**src/rtl/ce_timer_ctrl.sv**
```systemverilog
// ce_timer_ctrl: countdown timer with internal clock-enable prescaler and IDLE/RUN/PAUSE/DONE sequencing
module ce_timer_ctrl #(
   parameter int F_CLK  = 50000000,
   parameter int F_FAST = 10,
   parameter int F_SLOW = 1,
   parameter int PRE_W  = 26,
   parameter int CNT_W  = 16
) (
   input  logic             clk,
   input  logic             R_n,
   input  logic             start,
   input  logic             stop,
   input  logic             clr,
   input  logic             Tmod,
   input  logic [CNT_W-1:0] load_val,
   output logic             ce_out,
   output logic             done,
   output logic             busy,
   output logic [CNT_W-1:0] remaining,
   output logic [1:0]       state
);
   typedef enum logic [1:0] {IDLE = 2'd0, RUN = 2'd1, PAUSE = 2'd2, DONE = 2'd3} state_t;
   localparam logic [PRE_W-1:0] RLD_FAST = PRE_W'(F_CLK / F_FAST - 1);
   localparam logic [PRE_W-1:0] RLD_SLOW = PRE_W'(F_CLK / F_SLOW - 1);
   state_t             state_q;
   logic [PRE_W-1:0]   pre_q;
   logic [PRE_W-1:0]   reload_d;
   logic [CNT_W-1:0]   rem_q;
   logic               ce_q;
   logic               done_q;
   assign reload_d  = Tmod ? RLD_FAST : RLD_SLOW;
   assign ce_out    = ce_q;
   assign done      = done_q;
   assign remaining = rem_q;
   assign state     = state_q;
   assign busy      = (state_q == RUN) || (state_q == PAUSE);
   // Sequencer, prescaler and tick/done pulses; clr overrides everything including a due tick
   always_ff @(posedge clk or negedge R_n) begin
      if (!R_n) begin
         state_q <= IDLE;
         pre_q   <= '0;
         rem_q   <= '0;
         ce_q    <= 1'b0;
         done_q  <= 1'b0;
      end else begin
         ce_q   <= 1'b0;
         done_q <= 1'b0;
         if (clr) begin
            state_q <= IDLE;
            pre_q   <= '0;
            rem_q   <= '0;
         end else begin
            case (state_q)
               IDLE, DONE: begin
                  if (start) begin
                     if (load_val != '0) begin
                        state_q <= RUN;
                        rem_q   <= load_val;
                        pre_q   <= reload_d;
                     end else begin
                        state_q <= DONE;
                        rem_q   <= '0;
                        done_q  <= 1'b1;
                     end
                  end
               end
               RUN: begin
                  if (pre_q == '0) begin
                     ce_q  <= 1'b1;
                     pre_q <= reload_d;
                     if (rem_q <= CNT_W'(1)) begin
                        rem_q   <= '0;
                        state_q <= DONE;
                        done_q  <= 1'b1;
                     end else begin
                        rem_q <= rem_q - CNT_W'(1);
                        if (stop) state_q <= PAUSE;
                     end
                  end else if (stop) begin
                     state_q <= PAUSE;
                  end else begin
                     pre_q <= pre_q - PRE_W'(1);
                  end
               end
               PAUSE: begin
                  if (start && !stop) state_q <= RUN;
               end
               default: state_q <= IDLE;
            endcase
         end
      end
   end
endmodule

```
**config.mk**
```make
export PLATFORM = sky130hd
export DESIGN_NAME = ce_timer_ctrl
export DESIGN_NICKNAME = d
export VERILOG_FILES = /design/src/rtl/ce_timer_ctrl.sv
export SDC_FILE = /design/constraint.sdc
export NUM_CORES = 1
export LEC_CHECK = 0
export BUFFER_PORTS_ARGS = -buffer_cell sky130_fd_sc_hd__buf_2
export CORE_MARGIN = 2
export CORE_UTILIZATION = 45
export CTS_CLUSTER_DIAMETER = 60
export DETAILED_ROUTE_END_ITERATION = 7
export HOLD_SLACK_MARGIN = 0.1
export PLACE_DENSITY = 0.79
export SYNTH_ARGS = -nofsm -noshare
export SYNTH_HDL_FRONTEND = slang
export SYNTH_SLANG_ARGS = --single-unit
```
**constraint.sdc**
```tcl
create_clock -name clk -period 2.39 [get_ports clk]
set_input_delay 0.478 -clock clk [delete_from_list [all_inputs] [get_ports clk]]
set_output_delay 0.478 -clock clk [all_outputs]
set_load 0.02 [all_outputs]
```
Yosys cells after proc, flatten, opt, wreduce, memory -nomap -nowiden
Index checks and enable logic that the tools add are counted.
{ "totals": {"latchBits": 0, "register_bits": 46, "ramBits": 0, "mem_bits_ro": 0, "mem_count": 0, "output_inout_bits": 21, "input_bits": 22} }
{ "op_classes": {"order_cmp": 1, "bitwise_logic": 0, "n_mul": 0, "eq_ne": 8, "shift": 0, "n_addsub": 2, "mux": 30, "n_div": 0, "reduce_logical": 11} }
{ "op_table": {"columns": ["operator", "count"], "rows": [
  ["$mux 26", 6],
  ["$mux 16", 5],
  ["$pmux 26 s2", 1],
  ["$pmux 16 s2", 1],
  ["$logic_not 26->1", 1],
  ["$sub 26x1->26 const B", 1],
  ["$le 16x1->1 const B", 1],
  ["$reduce_bool 16->1", 1],
  ["$sub 16x1->16 const B", 1],
  ["$mux 2", 7],
  ["$mux 1", 8],
  ["$ne 3x2->1 const B", 2],
  ["$ne 3x3->1 const B", 2],
  ["$pmux 2 s3", 1],
  ["$eq 2x2->1 const B", 2],
  ["$ne 4x3->1 const B", 1],
  ["$reduce_and 4->1", 1],
  ["$reduce_and 3->1", 1],
  ["$reduce_bool 3->1", 1],
  ["$eq 2x1->1 const B", 1],
  ["$logic_not 2->1", 1],
  ["$pmux 1 s2", 1],
  ["$reduce_and 2->1", 1],
  ["$reduce_or 2->1", 1],
  ["other kinds (3)", 3]
]} }

Depth between registers and ports, before layout
Gate-level depths: netlist of run 1.
{ "depth": {"ltp_word": 5, "mapped_depth": 8, "mapped_depth_nobuf": 7} }

Worst setup path after synthesis of run 1
OpenSTA, ideal clock, no wires.
{ "synth_timing": {"kind": "reg-to-reg", "start": "register rem_q[0], in the netlist remaining[0]", "end": "register rem_q[9], in the netlist remaining[9]", "setup_ns": 0.122, "t_required_ns": 2.268, "arrival_time_ns": 2.265, "path_stages_with_launch": 8, "slack_ns": 0.004, "n_path_buf": 0, "cell_sequence": "dfrtp_1 -> inv_1 -> ha_1 -> nor2_1 -> nor4b_1 -> a31oi_1 -> a22o_1 -> a32o_1"} }
{ "synth_via": {"elab_chain_cells": 5} }
{ "synth_lines": {"columns": ["element", "line_no", "rtl"], "rows": [
  ["start: declaration", "28", "logic [CNT_W-1:0] rem_q;"],
  ["start signal: assignment", "58", "rem_q <= load_val;"],
  ["start signal: assignment", "76", "rem_q <= rem_q - CNT_W'(1);"],
  ["$sub 16x1->16 / $le 16x1->1 (equally long branches)", "76, 71", null],
  ["$mux 16 (*)", "71", "if (rem_q <= CNT_W'(1)) begin"],
  ["$mux 16 (*)", "68", "if (pre_q == '0) begin"],
  ["$pmux 16 s2 (*)", "53", "case (state_q)"],
  ["$mux 16 (*)", "48", "if (clr) begin"]
]} }
Every way passes the cells marked *; elsewhere a longest branch is shown, timed or not. The select of a mux whose other input is x is not followed.
A chain may end at the register's enable or synchronous reset.

Worst setup path in the final report of run 1
{ "layout_timing": {"start": "register state_q[1], in the netlist state[1]", "end": "register rem_q[4], in the netlist remaining[4]"} }
{ "layout_via": {"elab_chain_cells": 4} }
{ "layout_lines": {"columns": ["element", "line_no", "rtl"], "rows": [
  ["start: declaration", "25", "state_t state_q;"],
  ["start signal: assignment", "40", "state_q <= IDLE;"],
  ["start signal: assignment", "49", "state_q <= IDLE;"],
  ["start signal: assignment", "57", "state_q <= RUN;"],
  ["$eq 2x2->1 / $logic_not 2->1 (equally long branches)", "53", null],
  ["$reduce_or 2->1", "53", null],
  ["$ne 3x3->1 (no source line) (tied with other cells)", null, null],
  ["$reduce_and 3->1 (no source line) / $mux 16 (equally long branches)", null, null]
]} }
Parallel ways exist; a longest one is shown, timed or not.

==> flow_metrics.py, run 1 <==
metrics = {
    "timing": {
        "min_period_ns": 2.32,
        "fin_ws_ns": 0.0712,
        "fmax_mhz": 431,
        "setup_violations": 0,
        "fin_crit_sh_pct": 97.0,
        "slew_headroom_pct": 59.6,
        "whs_ns": 0.134,
        "worstMarginPinSlew_ns": 0.601,
        "maxSlewViolCount": 0,
        "skew_ns": 0.0108,
        "final_hold_viol_count": 0,
        "totalNegativeSetupSlack_ns": 0,
        "rsz0062_at_grt": "yes",
    },
    "power_and_ir_drop": {
        "p_per_area_nw_per_um2": 1240,
        "p_leak_nw": 1.85,
        "irDropWorstVdd_v": 0.000623,
    },
    "yosys": {
        "synth_top_family_by_area": "compound AO/OA/AOI/OAI gates",
        "syn_area_per_cell_um2": 8.51,
        "yosysWarnings": 0,
        "synth-xor-area-share_pct": 0.774,
        "synth_compound_area_share_pct": 30.3,
        "netlist_top_cells_count": "46 x dfrtp_1, 31 x inv_1, 25 x a31oi_1",
        "yosysSeqAreaShare_pct": 33.9,
        "synth.most_common_cell": "dfrtp_1",
        "synthDistinctLibCells": 67,
        "synth_edf_count": 0,
        "synth_top_area_share_pct": 33.9,
        "synth_area_um2": 3390,
        "async_flop_share_pct": 100,
        "syn_nets": 426,
        "ys_ff_latch": 46,
        "synth_top_cell_by_area": "dfrtp_1",
        "synthTopCellsByArea": "dfrtp_1 34%, a31oi_1 4.6%, nor3_1 3.5%",
        "synth-main-ff-cell": "dfrtp_1",
        "syn_inst": 399,
        "synthMuxAreaShare_pct": 1.55,
        "synth_fa_ha_area_share_pct": 1.84,
        "synth-simple-area-share_pct": 25.0,
    },
    "worst_setup_path": {
        "worst_ep_arrival_time_ns": 2.54,
        "regToRegStartpoint": "state[1]",
        "end_kind": "flop",
        "cp_max_fo": 23,
        "worstSetupPathType": "flop to flop",
        "slowest_delay_ns": 0.39,
        "crit_chain": "buf_4, inv_1, ha_1, buf_6, clkinv_1, buf_4, a31oi_1, buf_4, a32oi_1, o21ai_0",
        "required_ns": 2.61,
        "crit_top_cell": "buf_4",
        "worstSetupStartpoint": "state[1]",
        "cp_slowest_cell": "dfrtp_1",
        "start_kind": "flop",
    },
    "final_layout": {
        "diodes": 0,
        "stdcell_count": 587,
        "drive_gt1_share_pct": 27.9,
        "multi_input_area_um2": 2110,
        "area.sequential_um2": 1150,
        "fill_cells": 665,
        "nNetsFinal": 514,
        "area_growth_pct": 26.4,
        "final_util_pct": 58.8,
    },
    "detailed_routing": {
        "wl_per_cell_um": 18.2,
        "via_count": 3815,
        "firstDrtPassIters": 5,
        "drtIter0Drc": 439,
        "vias_per_cell": 6.50,
        "drc_errors": 0,
        "drtAntennaViolNets": 0,
        "drt-total-wl_um": 10700,
    },
    "clock_network": {
        "clock_latency_ns": 0.31,
        "cts_max_path_buffers": 2,
        "tritoncts": "built",
        "path_clk_slew_ns": 0.09,
        "holdBufCountCts": 0,
        "htree_levels": 2,
        "cts-root-buf": "clkbuf_8",
        "cts_made_buffers": 5,
        "cts_sinks": 46,
    },
    "floorplan": {
        "ios": 43,
        "coreArea_um2": 7290,
        "die_w_um": 90.9,
        "start_util_pct": 46.6,
        "row_count": 31,
        "fp.dieH_um": 90.9,
        "design.die.area_um2": 8250,
    },
    "placed_design": {
        "dp.cells": 578,
        "dp_hpwl_um": 7790,
        "dp_slack_ns": -0.186,
        "portBuffers": 42,
        "gp_congestion": 0.973,
    },
    "run": {
        "drv_cap": 0,
    },
    "global_route": {
        "grt_max_degree": 47,
        "grt_pass1_wl_um": 17600,
        "overflow": 0,
        "antenna_found_initial": 0,
        "grt_usage_pct": 26.0,
        "first_global_vias": 3535,
    },
    "hold_path": {
        "holdCritPathClass": "primary input to async pin",
    },
    "status": {
        "status": "complete, no violations",
    },
}
-- area by class of cell --
type,count,share of cell area [%]
multi-input cells,302,49.3
flip-flops and latches,46,26.8
repair buffers,100,15.7
well taps,99,2.89
inverters,32,2.80
clock buffers,7,1.78
clock inverters,1,0.700
-- flip-flops by register name, indices dropped and copies added, names as in the netlist --
| name | cells |
|---|---|
| done | 1 |
| state | 2 |
| pre_q | 26 |
| ce_out | 1 |
| remaining | 16 |
-- worst paths after layout --
kind / endpoint / slack [ns] / depth (start not counted)
min in group clk: remaining[14] / 0.45 / 3
setup reg to reg: remaining[4] / 0.07 / 10
hold / removal: remaining[14] / 0.13 / 2
setup / recovery: remaining[4] / 0.07 / 10
hold reg to reg: pre_q[23] / 0.53 / 1
max in group asynchronous: pre_q[7] / 2.03 / 2
-- worst max-delay path, delay by kind of cell (launching register included) --
kind,cells,cell delay (ns)
fa+ha+maj,1,0.18
buf+inv,6,1.09
compound gates,3,0.58
flops,1,0.39
-- cell families after synthesis --
logic type,after synthesis
AOI/OAI and AO/OA,141
muxes,5
xor gates and xnor gates,3
adders and majority gates,5
and+or+nand+nor,148
buffers and inverters,51
DFF,46
-- placed cells by master, fill, tap and decap left out, drive strengths merged, types with 5 or more instances in the layout --
cell type / instances
buf: 100
dfrtp: 46
inv: 31
nor3: 25
nor2: 25
a31oi: 25
nand2: 22
nor4: 21
o21ai: 20
a21oi: 19
o22ai: 11
o211ai: 11
a2bb2oi: 10
nor2b: 8
nand3: 8
or4: 7
clkbuf: 7
o31ai: 6
a32oi: 5
a22oi: 5
ha: 5
-- where the power goes --
| part | switching, mW | leakage, nW | internal, mW |
|---|---|---|---|
| logic | 1.95 | 1.21 | 1.38 |
| clock network | 0.277 | 0.0524 | 0.313 |
| registers | 0.347 | 0.595 | 1.05 |
-- what timing repair did --
action,CTS,global route
pin swaps,0,3
gates resized for setup,4,16
buffers inserted,0,1
endpoints found under the setup margin,26,32
hold endpoints to repair,0,0
-- metal layers --
layer	track usage [%]	vias to the layer above	part of all wire [%]
li1	-	1740	-
met1	37.1	1813	43
met2	39.2	226	46
met3	4.01	36	8.7
met4	11.1	0	3.0
met5	0	-	0
-- through the flow --
stage | instance area (um2) | total power [mW]
4_1_cts | 4210 | 5.13
2_1_floorplan | 3390 | 3.34
3_3_place_gp | 4080 | 4.41
6_report | 4290 | 5.33
3_5_place_dp | 4080 | 4.51
5_1_grt | 4290 | 5.68
Note: power is estimated with default switching activity, not from simulation.
==> run 2: changes to the inputs <==
--- a/config.mk
+++ b/config.mk
@@ -6,6 +6,7 @@
 export NUM_CORES = 1
 export LEC_CHECK = 0
 export BUFFER_PORTS_ARGS = -buffer_cell sky130_fd_sc_hd__buf_2
+export CAP_MARGIN = 40
 export CORE_MARGIN = 2
 export CORE_UTILIZATION = 45
 export CTS_CLUSTER_DIAMETER = 60
==> constraint.sdc (replaced) <==
create_clock -name clk -period 2.39 [get_ports clk]
set_input_delay 0.478 -clock clk [delete_from_list [all_inputs] [get_ports clk]]
set_output_delay 0.478 -clock clk [all_outputs]
set_load 0.1 [all_outputs]
==> run 2 against run 1 <==
Final cell count up 0.68%. Combinational power up 26%. Global-route usage up 0.24 points. Sequential share of layout area up 0.084 points. Sequential power about the same. Highest routed layer unchanged. Register-to-register slack worse by 0.05 ns. Core utilization up 0.77 points. Clock skew about the same. Clock power down 13%. Die area unchanged.
==> flow_metrics.py, run 2 (synthesized netlist as in run 1, its figures left out) <==
metrics = {
    "detailed_routing": {
        "drc_errors": 0,
        "drt-total-wl_um": 10900,
        "vias_per_cell": 6.46,
        "drtIter0Drc": 406,
        "wl_met1_um": 4710,
        "top_layer": "met4",
        "via_count": 3815,
        "wl_per_cell_um": 18.5,
        "drtAntennaViolNets": 0,
        "wl_met2_um": 5080,
        "wl_met3_um": 913,
        "firstDrtPassIters": 5,
    },
    "final_layout": {
        "diodes": 0,
        "final_cell_mix": "59 x buf_4, 42 x buf_2, 37 x dfrtp_1",
        "regMostFlops": "pre_q",
        "nNetsFinal": 518,
        "area_growth_pct": 28.0,
        "drive_gt1_share_pct": 31.5,
        "mostFrequentLayoutCell": "buf_4",
        "largest_reg_flops": 26,
    },
    "clock_network": {
        "tritoncts": "built",
        "cts_made_buffers": 5,
        "cts-root-buf": "clkbuf_8",
        "htree_levels": 2,
        "path_clk_slew_ns": 0.09,
        "holdBufCountCts": 0,
        "cts_max_path_buffers": 2,
        "clock_latency_ns": 0.31,
        "cts_sinks": 46,
    },
    "floorplan": {
        "start_util_pct": 46.6,
        "die_w_um": 90.9,
        "row_count": 31,
        "fp.dieH_um": 90.9,
        "ios": 43,
        "design.die.area_um2": 8250,
        "coreArea_um2": 7290,
    },
    "worst_setup_path": {
        "required_ns": 2.57,
        "slowest_delay_ns": 0.57,
        "cp.buffers_inverters": 2,
        "end_kind": "flop",
        "crit_chain": "or4_4, or3_4, buf_4, nor3_4, buf_4, a2bb2oi_1, o22ai_1",
        "cp_slowest_cell": "or4_4",
        "crit_top_cell": "buf_4",
        "start_kind": "flop",
        "worstSetupPathType": "flop to flop",
        "regToRegStartpoint": "pre_q[20]",
        "worst_ep_arrival_time_ns": 2.55,
        "r2r_slack_ns": 0.02,
        "cp_max_fo": 6,
        "reg2reg_depth": 7,
        "crit_family": "simple AND/OR/NAND/NOR gates",
        "r2r-end": "pre_q[18]",
    },
    "timing": {
        "setup_violations": 0,
        "rsz0062_at_grt": "yes",
        "maxSlewViolCount": 0,
        "fin_crit_sh_pct": 99.2,
        "totalNegativeSetupSlack_ns": 0,
        "skew_ns": 0.0107,
        "min_period_ns": 2.37,
        "slew_headroom_pct": 67.1,
        "final_hold_viol_count": 0,
        "fin_ws_ns": 0.0200,
        "worstMarginPinSlew_ns": 0.486,
        "fmax_mhz": 422,
    },
    "power_and_ir_drop": {
        "p_leak_nw": 1.88,
        "irDropWorstVdd_v": 0.000781,
        "p_per_area_nw_per_um2": 1420,
    },
    "global_route": {
        "grt_max_degree": 20,
        "grt_pass1_wl_um": 17800,
        "grt_usage_pct": 26.3,
        "antenna_found_initial": 0,
        "first_global_vias": 3599,
        "overflow": 0,
    },
    "hold_path": {
        "holdCritPathClass": "primary input to async pin",
    },
    "run": {
        "drv_cap": 0,
    },
    "placed_design": {
        "dp_slack_ns": -0.0665,
        "gp_congestion": 0.942,
        "dp_hpwl_um": 8060,
        "portBuffers": 42,
    },
    "status": {
        "status": "complete, no violations",
    },
}
==> run 2: cell count changes in the layout (fill, tap and decap cells not counted), moves of 2 or more <==
cell / delta
nor4_1: -2
or4_4: +2
buf_4: +4
mux2_2: -2
mux2_4: +2
or4_1: -2
dfrtp_2: +6
dfrtp_1: -9
nor4_2: +2
dfrtp_4: +3
==> run 2: cell type report <==
class	instances	area (um2)
Timing Repair Buffer	104	704
Inverter	32	120
Sequential cell	46	1170
Clock buffer	7	86.3
Tap cell	99	124
Multi-Input combinational cell	302	2140
Fill cell	642	2950
Clock inverter	1	5.00
==> run 2: how the worst max path moves through the flow <==
stage / cells after the start / from / end
global placement: 5 / pre_q[20] / pre_q[11]
CTS: 6 / state[1] / pre_q[11]
floorplan: 5 / remaining[5] / remaining[9]
global route: 7 / pre_q[20] / pre_q[18]
finish: 7 / pre_q[20] / pre_q[18]
detailed placement: 6 / pre_q[20] / pre_q[17]
==> run 2: layer usage <==
layer / track usage, % / vias up
met5: 0 / -
met3: 5.68 / 32
met4: 9.34 / 0
li1: - / 1736
met1: 35.8 / 1816
met2: 41.2 / 231
==> run 2: report_power, final <==
part | internal (mW) | switching [mW] | total, mW | leakage [nW]
Clock | 0.234 | 0.278 | 0.512 | 0.0482
Sequential | 1.07 | 0.365 | 1.43 | 0.581
Combinational | 1.48 | 2.74 | 4.22 | 1.25
==> run 2: what timing repair did <==
item	CTS	global route
pin swaps	2	7
resized for setup	3	14
cloned	0	0
buffers inserted	1	6
setup endpoints to repair	13	36
==> run 2: stage by stage <==
stage	std cells	hold WS, ns	utilization (%)	power, mW	cell area, um2
CTS	585	0.107	58.1	5.91	4240
detailed placement	577	0.439	56.7	5.38	4130
global route	591	0.110	59.6	6.50	4350
global placement	577	0.433	56.7	5.29	4130
finish	591	0.0949	59.6	6.17	4350
floorplan	399	0.182	-	4.19	3460
==> run 3: changes to the inputs <==
--- a/config.mk
+++ b/config.mk
@@ -5,9 +5,8 @@
 export SDC_FILE = /design/constraint.sdc
 export NUM_CORES = 1
 export LEC_CHECK = 0
-export BUFFER_PORTS_ARGS = -buffer_cell sky130_fd_sc_hd__buf_2
+export BUFFER_PORTS_ARGS = -buffer_cell sky130_fd_sc_hd__buf_4
 export CAP_MARGIN = 40
-export CORE_MARGIN = 2
 export CORE_UTILIZATION = 45
 export CTS_CLUSTER_DIAMETER = 60
 export DETAILED_ROUTE_END_ITERATION = 7
==> run 3 against run 2 <==
Combinational power hardly changed. Power grew 3.1%. Critical endpoint is now remaining[10]. Sequential power is essentially flat. Largest power group unchanged. Critical path type unchanged. Sequential share of layout area fell by 0.49 points.
==> flow_metrics.py, run 3 (synthesized netlist as in run 1, its figures left out) <==
metrics = {
    "worst_setup_path": {
        "worstSetupPathType": "flop to flop",
        "reg2reg_depth": 6,
        "worstSetupStartpoint": "state[1]",
        "regToRegStartpoint": "state[1]",
        "start_kind": "flop",
        "cp_max_fo": 8,
        "r2r_slack_ns": 0.04,
        "crit_end": "remaining[10]",
        "r2r-end": "remaining[10]",
        "worst_ep_arrival_time_ns": 2.52,
        "end_kind": "flop",
        "required_ns": 2.57,
    },
    "detailed_routing": {
        "firstDrtPassIters": 5,
        "drtAntennaViolNets": 0,
        "wl_met1_um": 4540,
        "drc_errors": 0,
        "wl_met3_um": 913,
        "drt-total-wl_um": 10600,
        "via_count": 3798,
        "vias_per_cell": 6.53,
        "top_layer": "met4",
        "wl_per_cell_um": 18.3,
        "wl_met2_um": 4890,
        "drtIter0Drc": 626,
    },
    "run": {
        "drv_cap": 0,
    },
    "power_and_ir_drop": {
        "fin_total_pwr_mw": 6.36,
        "p_per_area_nw_per_um2": 1440,
        "p_leak_nw": 1.86,
        "irDropWorstVdd_v": 0.000670,
    },
    "clock_network": {
        "path_clk_slew_ns": 0.09,
        "cts-root-buf": "clkbuf_8",
        "cts_max_path_buffers": 2,
        "cts_sinks": 46,
        "clock_latency_ns": 0.31,
        "cts_made_buffers": 5,
        "tritoncts": "built",
        "htree_levels": 2,
    },
    "final_layout": {
        "final_cell_mix": "92 x buf_4, 37 x dfrtp_1, 31 x inv_1",
        "largest_reg_flops": 26,
        "drive_gt1_share_pct": 29.8,
        "regMostFlops": "pre_q",
        "diodes": 0,
        "mostFrequentLayoutCell": "buf_4",
        "area_growth_pct": 30.4,
        "nNetsFinal": 509,
    },
    "timing": {
        "worstMarginPinSlew_ns": 0.591,
        "fmax_mhz": 426,
        "totalNegativeSetupSlack_ns": 0,
        "fin_crit_sh_pct": 98.1,
        "skew_ns": 0.0114,
        "final_hold_viol_count": 0,
        "fin_ws_ns": 0.0449,
        "slew_headroom_pct": 60.2,
        "min_period_ns": 2.35,
        "setup_violations": 0,
        "whs_ns": 0.171,
        "maxSlewViolCount": 0,
        "rsz0062_at_grt": "yes",
    },
    "floorplan": {
        "fp.dieH_um": 88.9,
        "row_count": 31,
        "start_util_pct": 46.8,
        "design.die.area_um2": 7890,
        "die_w_um": 88.9,
        "coreArea_um2": 7250,
        "ios": 43,
    },
    "global_route": {
        "antenna_found_initial": 0,
        "overflow": 0,
        "grt_pass1_wl_um": 17200,
        "grt_usage_pct": 28.4,
        "first_global_vias": 3473,
        "grt_max_degree": 47,
    },
    "placed_design": {
        "gp_congestion": 0.971,
        "dp_hpwl_um": 7690,
        "dp_slack_ns": -0.0392,
        "portBuffers": 42,
    },
    "hold_path": {
        "holdCritPathClass": "primary input to async pin",
    },
    "status": {
        "status": "complete, no violations",
    },
}
-- run 3: cell count changes in the layout (fill, tap and decap cells not counted), sizes merged --
cell and change:
buf -9, clkbuf -1, clkinv -1, bufinv +2
-- run 3: critical path, cell delays in order, from the launching register on --
cell     delay, ns
dfrtp_4       0.51
ha_1          0.42
mux2i_2       0.41
or2_2         0.28
a41oi_1       0.08
a22oi_1       0.36
o22ai_1       0.16
-- run 3: final cells by class --
type	instances	area [um2]
timing repair buffer	95	742
sequential	46	1170
tap	99	124
clock inverter	2	60.1
fill	611	2830
multi-input combinational	302	2130
inverter	32	120
clock buffer	6	82.6
-- run 3: how the worst min path moves through the flow --
stage               depth (start not counted)  slack [ns]        end
global route                                1        0.21  pre_q[16]
global placement                            1        0.53  pre_q[14]
CTS                                         1        0.19     ce_out
floorplan                                   0        0.18     ce_out
detailed placement                          1        0.53  pre_q[11]
finish                                      1        0.17   pre_q[6]
-- run 3: metrics by stage --
step / area, um2 / instances / util, %
after detailed placement: 4200 / 572 / 57.9
final: 4430 / 582 / 61.0
after global routing: 4430 / 582 / 61.0
after global placement: 4200 / 572 / 57.9
after CTS: 4360 / 580 / 60.1
after floorplan: 3460 / 399 / -
-- run 3: report_power, final --
group | internal [mW] | total (mW) | leakage, nW | switching (mW)
registers | 1.07 | 1.44 | 0.581 | 0.372
logic | 1.49 | 4.20 | 1.21 | 2.71
clock network | 0.446 | 0.721 | 0.0714 | 0.275
-- run 3: repair_timing --
item                       CTS  global route
buffers inserted             0             2
setup endpoints to repair   11            20
resized for setup            2            12
hold buffers                 0             0
pin swaps                    1             7
-- run 3: per-layer routing --
metal  vias to the layer above  track usage [%]
met4                         0             10.9
met1                      1821             40.2
met3                        38             4.29
li1                       1724                -
met5                         -                0
met2                       215             43.4
